`config.mk`:
```
export PLATFORM = sky130hd
export DESIGN_NAME = hazard_flush_ctrl_flat
export DESIGN_NICKNAME = d
export VERILOG_FILES = /design/src/rtl/hazard_flush_ctrl_pkg.sv /design/src/rtl/hazard_flush_ctrl_if.sv /design/src/rtl/hazard_flush_ctrl_sat_event_counter.sv /design/src/rtl/hazard_flush_ctrl.sv /design/src/flat_wrapper.sv
export SDC_FILE = /design/constraint.sdc
export NUM_CORES = 1
export LEC_CHECK = 0
export CAP_MARGIN = 10
export CORE_ASPECT_RATIO = 2
export CORE_MARGIN = 5
export CORE_UTILIZATION = 35
export DETAILED_ROUTE_END_ITERATION = 10
export GPL_ROUTABILITY_DRIVEN = 0
export SYNTH_ARGS = -nofsm -noshare
export SYNTH_HDL_FRONTEND = slang
export SYNTH_HIERARCHICAL = 1
export SYNTH_SLANG_ARGS = --single-unit
```
`constraint.sdc`:
```
create_clock -name clock -period 7.52 [get_ports clock]
set_input_delay 1.504 -clock clock [delete_from_list [all_inputs] [get_ports clock]]
set_output_delay 1.504 -clock clock [all_outputs]
set_load 0.05 [all_outputs]
```
`src/rtl/hazard_flush_ctrl_pkg.sv`:
```
// rtl/hazard_flush_ctrl_pkg.sv - shared pipeline control types and constants
package hazard_flush_ctrl_pkg;

  typedef enum logic [1:0] {
    IDLE  = 2'd0,
    FLUSH = 2'd1,
    STALL = 2'd2
  } hz_state_t;

  localparam int REG_ADDR_W_DEF = 3;
  localparam int ZERO_REG       = 0;

endpackage

```
`src/rtl/hazard_flush_ctrl_if.sv`:
```
// rtl/hazard_flush_ctrl_if.sv - hazard inputs and pipeline control outputs
interface hazard_flush_ctrl_if
  import hazard_flush_ctrl_pkg::*;
#(
  parameter int REG_ADDR_W = REG_ADDR_W_DEF,
  parameter int CNT_W      = 16
);

  logic                  branch_taken_ex;
  logic                  load_ex;
  logic [REG_ADDR_W-1:0] ex_rd;
  logic [REG_ADDR_W-1:0] id_rs;
  logic [REG_ADDR_W-1:0] id_rt;
  logic                  id_rs_used;
  logic                  id_rt_used;
  logic                  flush_ifid;
  logic                  flush_idex;
  logic                  stall_pc;
  logic                  stall_ifid;
  logic                  busy;
  logic [CNT_W-1:0]      flush_events;
  logic [CNT_W-1:0]      stall_events;

  modport master (
    output branch_taken_ex, load_ex, ex_rd, id_rs, id_rt, id_rs_used, id_rt_used,
    input  flush_ifid, flush_idex, stall_pc, stall_ifid, busy, flush_events, stall_events
  );

  modport slave (
    input  branch_taken_ex, load_ex, ex_rd, id_rs, id_rt, id_rs_used, id_rt_used,
    output flush_ifid, flush_idex, stall_pc, stall_ifid, busy, flush_events, stall_events
  );

endinterface

```
`src/rtl/hazard_flush_ctrl_sat_event_counter.sv`:
```
// rtl/hazard_flush_ctrl_sat_event_counter.sv - saturating event counter
module sat_event_counter #(
  parameter int W = 16
) (
  input  logic         clock,
  input  logic         clear,
  input  logic         inc,
  output logic [W-1:0] count
);

  always_ff @(posedge clock) begin
    if (clear) begin
      count <= '0;
    end else if (inc && (count != {W{1'b1}})) begin
      count <= count + W'(1);
    end
  end

endmodule

```
`src/rtl/hazard_flush_ctrl.sv`:
```
// rtl/hazard_flush_ctrl.sv - branch flush / load-use stall controller
module hazard_flush_ctrl
  import hazard_flush_ctrl_pkg::*;
#(
  parameter int REG_ADDR_W         = REG_ADDR_W_DEF,
  parameter int FLUSH_LEN          = 2,
  parameter int STALL_LEN          = 1,
  parameter int CNT_W              = 16,
  parameter int ZERO_REG_HARDWIRED = 1
) (
  input logic          clock,
  input logic          reset,
  hazard_flush_ctrl_if.slave hz
);

  localparam logic [3:0] FLUSH_REM = 4'(FLUSH_LEN - 1);
  localparam logic [3:0] STALL_REM = 4'(STALL_LEN - 1);

  hz_state_t  state, state_next;
  logic [3:0] remain, remain_next;
  logic       br, luse, rs_hit, rt_hit, rd_is_zero;
  logic       flush_inc, stall_inc;

  assign br         = hz.branch_taken_ex;
  assign rs_hit     = hz.id_rs_used && (hz.id_rs == hz.ex_rd);
  assign rt_hit     = hz.id_rt_used && (hz.id_rt == hz.ex_rd);
  assign rd_is_zero = (ZERO_REG_HARDWIRED != 0) && (hz.ex_rd == REG_ADDR_W'(ZERO_REG));
  assign luse       = hz.load_ex && (rs_hit || rt_hit) && !rd_is_zero;

  always_ff @(posedge clock) begin
    if (reset) begin
      state  <= IDLE;
      remain <= 4'd0;
    end else begin
      state  <= state_next;
      remain <= remain_next;
    end
  end

  // IDLE and a branch in STALL react in the detect cycle; otherwise outputs follow state.
  always_comb begin
    state_next     = state;
    remain_next    = remain;
    hz.flush_ifid  = 1'b0;
    hz.flush_idex  = 1'b0;
    hz.stall_pc    = 1'b0;
    hz.stall_ifid  = 1'b0;
    hz.busy        = 1'b0;
    flush_inc      = 1'b0;
    stall_inc      = 1'b0;
    if (!reset) begin
      hz.busy = (state != IDLE);
      case (state)
        IDLE: begin
          if (br) begin
            hz.flush_ifid = 1'b1;
            hz.flush_idex = 1'b1;
            flush_inc     = 1'b1;
            if (FLUSH_LEN > 1) begin
              state_next  = FLUSH;
              remain_next = FLUSH_REM;
            end
          end else if (luse) begin
            hz.stall_pc   = 1'b1;
            hz.stall_ifid = 1'b1;
            hz.flush_idex = 1'b1;
            stall_inc     = 1'b1;
            if (STALL_LEN > 1) begin
              state_next  = STALL;
              remain_next = STALL_REM;
            end
          end
        end
        FLUSH: begin
          hz.flush_ifid = 1'b1;
          hz.flush_idex = 1'b1;
          if (remain <= 4'd1) begin
            state_next  = IDLE;
            remain_next = 4'd0;
          end else begin
            remain_next = remain - 4'd1;
          end
        end
        STALL: begin
          if (br) begin
            hz.flush_ifid = 1'b1;
            hz.flush_idex = 1'b1;
            flush_inc     = 1'b1;
            if (FLUSH_LEN > 1) begin
              state_next  = FLUSH;
              remain_next = FLUSH_REM;
            end else begin
              state_next  = IDLE;
              remain_next = 4'd0;
            end
          end else begin
            hz.stall_pc   = 1'b1;
            hz.stall_ifid = 1'b1;
            hz.flush_idex = 1'b1;
            if (remain <= 4'd1) begin
              state_next  = IDLE;
              remain_next = 4'd0;
            end else begin
              remain_next = remain - 4'd1;
            end
          end
        end
        default: begin
          state_next  = IDLE;
          remain_next = 4'd0;
        end
      endcase
    end
  end

  sat_event_counter #(.W(CNT_W)) u_flush_cnt (
    .clock (clock),
    .clear (reset),
    .inc   (flush_inc),
    .count (hz.flush_events)
  );

  sat_event_counter #(.W(CNT_W)) u_stall_cnt (
    .clock (clock),
    .clear (reset),
    .inc   (stall_inc),
    .count (hz.stall_events)
  );

endmodule

```
`src/flat_wrapper.sv`:
```
// flat-port wrapper written by rule: the top's interface ports become plain ports
module hazard_flush_ctrl_flat import hazard_flush_ctrl_pkg::*;
#(
  parameter int REG_ADDR_W         = REG_ADDR_W_DEF,
  parameter int FLUSH_LEN          = 2,
  parameter int STALL_LEN          = 1,
  parameter int CNT_W              = 16,
  parameter int ZERO_REG_HARDWIRED = 1
)
  (clock, reset, hz_branch_taken_ex, hz_load_ex, hz_ex_rd, hz_id_rs, hz_id_rt, hz_id_rs_used, hz_id_rt_used, hz_flush_ifid, hz_flush_idex, hz_stall_pc, hz_stall_ifid, hz_busy, hz_flush_events, hz_stall_events);
  hazard_flush_ctrl_if #(.REG_ADDR_W(REG_ADDR_W), .CNT_W(CNT_W)) hz_i ();
  input logic clock;
  input logic reset;
  input wire logic [$bits(hz_i.branch_taken_ex)-1:0] hz_branch_taken_ex;
  input wire logic [$bits(hz_i.load_ex)-1:0] hz_load_ex;
  input wire logic [$bits(hz_i.ex_rd)-1:0] hz_ex_rd;
  input wire logic [$bits(hz_i.id_rs)-1:0] hz_id_rs;
  input wire logic [$bits(hz_i.id_rt)-1:0] hz_id_rt;
  input wire logic [$bits(hz_i.id_rs_used)-1:0] hz_id_rs_used;
  input wire logic [$bits(hz_i.id_rt_used)-1:0] hz_id_rt_used;
  output wire logic [$bits(hz_i.flush_ifid)-1:0] hz_flush_ifid;
  output wire logic [$bits(hz_i.flush_idex)-1:0] hz_flush_idex;
  output wire logic [$bits(hz_i.stall_pc)-1:0] hz_stall_pc;
  output wire logic [$bits(hz_i.stall_ifid)-1:0] hz_stall_ifid;
  output wire logic [$bits(hz_i.busy)-1:0] hz_busy;
  output wire logic [$bits(hz_i.flush_events)-1:0] hz_flush_events;
  output wire logic [$bits(hz_i.stall_events)-1:0] hz_stall_events;
  assign hz_i.branch_taken_ex = hz_branch_taken_ex;
  assign hz_i.load_ex = hz_load_ex;
  assign hz_i.ex_rd = hz_ex_rd;
  assign hz_i.id_rs = hz_id_rs;
  assign hz_i.id_rt = hz_id_rt;
  assign hz_i.id_rs_used = hz_id_rs_used;
  assign hz_i.id_rt_used = hz_id_rt_used;
  assign hz_flush_ifid = hz_i.flush_ifid;
  assign hz_flush_idex = hz_i.flush_idex;
  assign hz_stall_pc = hz_i.stall_pc;
  assign hz_stall_ifid = hz_i.stall_ifid;
  assign hz_busy = hz_i.busy;
  assign hz_flush_events = hz_i.flush_events;
  assign hz_stall_events = hz_i.stall_events;
  hazard_flush_ctrl #(.REG_ADDR_W(REG_ADDR_W), .FLUSH_LEN(FLUSH_LEN), .STALL_LEN(STALL_LEN), .CNT_W(CNT_W), .ZERO_REG_HARDWIRED(ZERO_REG_HARDWIRED)) u_core (.clock(clock), .reset(reset), .hz(hz_i));
endmodule
```
==> qor.txt <==
Status -> finished clean
Finished Layout Cells -> 400
Slew Limit Fails -> 0
Post-CTS Setup Repair Bufs -> 0
Drt total wl -> 6010 um
First DRT Iteration DRCs -> 80
Syn Std Cell Area -> 2260 sq um
Drc violations -> 0
Largest net degree at the start of global routing -> 31
CP Cell Sequence -> clkdlybuf4s50_1 -> xnor2_1 -> and4_1 -> a41oi_2 -> o41ai_2 -> clkdlybuf4s50_1
First-pass GRT wire length -> 9960 um
FF+latch count, synth -> 38
Area grow syn2layout -> 32.5%
Die footprint -> 8250 sq um
Mapped Nets -> 287
Syn Inst Count -> 264
Least-Margin Pin Slew -> 0.828 ns
Worst slew margin -> 44.4%
Number of synthesized flops with an enable pin -> 0
Hold Path End -> u_core/remain[3]
Fill cells -> 643
Post-synth top area share -> 33.7%
Netlist cell types -> 47
Hold Violations, Final -> 0
Nets -> 336
Met2 usage -> 29.0%
Largest stage delay, worst path -> 0.87 ns
GR Layer Usage met3 -> 3.25%
Worst path arrival time -> 3.68 ns
Max Fclk -> 193 MHz
Vias/cell -> 5.56
Hold/Removal Path Class -> reg2reg
TNS Setup -> 0 ns
Synth top cells by count -> dfxtp_1, nor2_1, a21oi_1
Power per cell area -> 164 nW/um^2
RR Endpoint -> u_core/u_flush_cnt/count[11]
I/O Buffers -> 51
CP bufs+invs -> 2
Leakage Power -> 0.981 nW
Vias in the first global route -> 2240
CTS Hold Bufs -> 0
Final ANT Viol Nets -> 0
Post-CTS Resized -> 0
Synth area leaders -> dfxtp_1, a21oi_1, o31ai_1, or4_1, ha_1
Chip width -> 66.8 um
R2R Path Start -> u_core/state[0]
Final worst clock skew -> 0.00385 ns
TritonCTS clock tree -> done
Hold Path Depth -> 2
Final HPWL DP -> 4500 um
Row count -> 41
CTS Buf Count -> 5
N_diodes -> 0
R2r setup slk -> 4.79 ns
Hold path startpoint -> u_core/remain[3]
Fin crit share -> 68.9%
RSZ-0062 raised after global routing -> no
Maximum buffer depth of the clock tree -> 2
Final min period -> 5.18 ns
Root Driver -> clkbuf_16
Syn Area/Cell -> 8.55 sq um
Warnings from Yosys -> 6
Wirelength per Cell -> 15.0 um
Initial antenna violation count -> 0
Primary FF master, synth -> dfxtp_1
CP top delay family -> buffers and inverters
Initial Util -> 35.8%
Async S/R FF share, synth -> 0%
Nature of the critical path startpoint -> input pin
Placed Cells incl. Taps -> 392
Largest area contributor in the netlist -> dfxtp_1
CTS H-Tree Depth -> 2
Met1 usage -> 15.4%
Die H -> 124 um
Clock Sinks -> 38
CORE AREA -> 6310 sq um
Critical path peak fanout -> 3
Io pins -> 52
Clock-pin slew on the worst setup and hold paths -> 0.06 ns
Tot Pwr -> 0.492 mW
CP Data Required Time -> 6.02 ns
VDD IR max -> 0.000118 V
Sequential element share of the synthesized area -> 33.7%
Via count of the routed design -> 2223
First-pass DRT Iterations -> 4
GRT Residual Overflow -> 0
Max-Cap Viols -> 0
Min Hold Slack -> 0.514 ns
Crit-path slowest cell -> clkdlybuf4s50_1
Placed inst area -> 2840 sq um
Final setup fails -> 0
Worst-Skew Late Latency -> 0.28 ns
Most frequent cell after synthesis -> dfxtp_1
Total track usage -> 15.6%
Most frequent CP cell -> clkdlybuf4s50_1
Fin area -> 2990 sq um
Crit Path Class -> in2out
CP Capture Type -> output port
Layout cells sized above 1 -> 7.32%
Layer with the highest usage -> met2
Reg2reg path depth -> 7
[worst min-delay path, cell delays in order (launching register included)]
cell,delay (ns)
dfxtp_1,0.34
xor2_1,0.07
nor2_1,0.07
[worst max-delay path by stage]
stage | start | endpoint | cells past startpoint
final | hz_ex_rd[0] | hz_stall_ifid | 6
after global placement | hz_ex_rd[0] | hz_stall_pc | 6
after floorplan | hz_id_rs[0] | hz_stall_pc | 5
after detailed placement | hz_ex_rd[0] | hz_stall_ifid | 6
after global routing | reset | hz_flush_idex | 5
after CTS | hz_ex_rd[0] | hz_stall_ifid | 6
[logic make-up (layout without fill, tap and decap cells)]
logic type / after synthesis / in the layout / synth area share (%)
flip-flops: 38 / 38 / 33.7
AND/OR/NAND/NOR: 120 / 120 / 32.7
AO/OA/AOI/OAI: 59 / 59 / 18.1
adder cells (fa/ha/maj): 8 / 8 / 4.43
multiplexers: 5 / 5 / 2.33
buffers and inverters: 22 / 72 / 4.10
XOR/XNOR: 12 / 12 / 4.66
[power by group]
group	switching, mW	internal [mW]
Combinational	0.0402	0.0290
Sequential	0.00428	0.206
Clock	0.0811	0.131
Total	0.126	0.366
[final cells by class]
class | instances | area, sq um | share of cell area (%)
Clock inverter | 2 | 12.5 | 0.418
Tap cell | 86 | 108 | 3.60
Sequential cell | 38 | 761 | 25.4
Multi-Input combinational cell | 204 | 1400 | 46.9
Timing Repair Buffer | 53 | 526 | 17.6
Clock buffer | 6 | 139 | 4.64
Inverter | 11 | 41.3 | 1.38
[cell usage in the layout, fill, tap and decap left out, types with 3 or more instances in the layout]
cell type,n
and4_1,7
or4_1,14
clkbuf_16,5
nand3_1,12
inv_1,11
nand4_1,6
nor2_1,23
xnor2_1,10
mux2i_1,3
or3_1,6
nor3_1,9
clkdlybuf4s50_1,51
nor2b_1,4
dfxtp_1,38
nand2_1,16
ha_1,8
a21oi_1,21
o31ai_1,14
nor4_1,5
o21ai_0,9
[sequential cells by signal, summed over array words and instances (netlist names)]
signal and flops:
u_core/state 2, u_core/u_stall_cnt/count 16, u_core/remain 4, u_core/u_flush_cnt/count 16
[layer usage]
metal | vias to the layer above | wire, um
met5 | - | 0
met2 | 75 | 3260
li1 | 1092 | -
met3 | 16 | 346
met1 | 1040 | 2200
met4 | 0 | 196
[per-stage QoR]
step	setup WS, ns	utilization [%]
floorplan	2.72	-
global placement	2.38	45.0
detailed placement	2.34	45.0
CTS	2.33	47.4
global route	2.22	47.4
finish	2.34	47.4
Power figures use the tool's default switching activity.
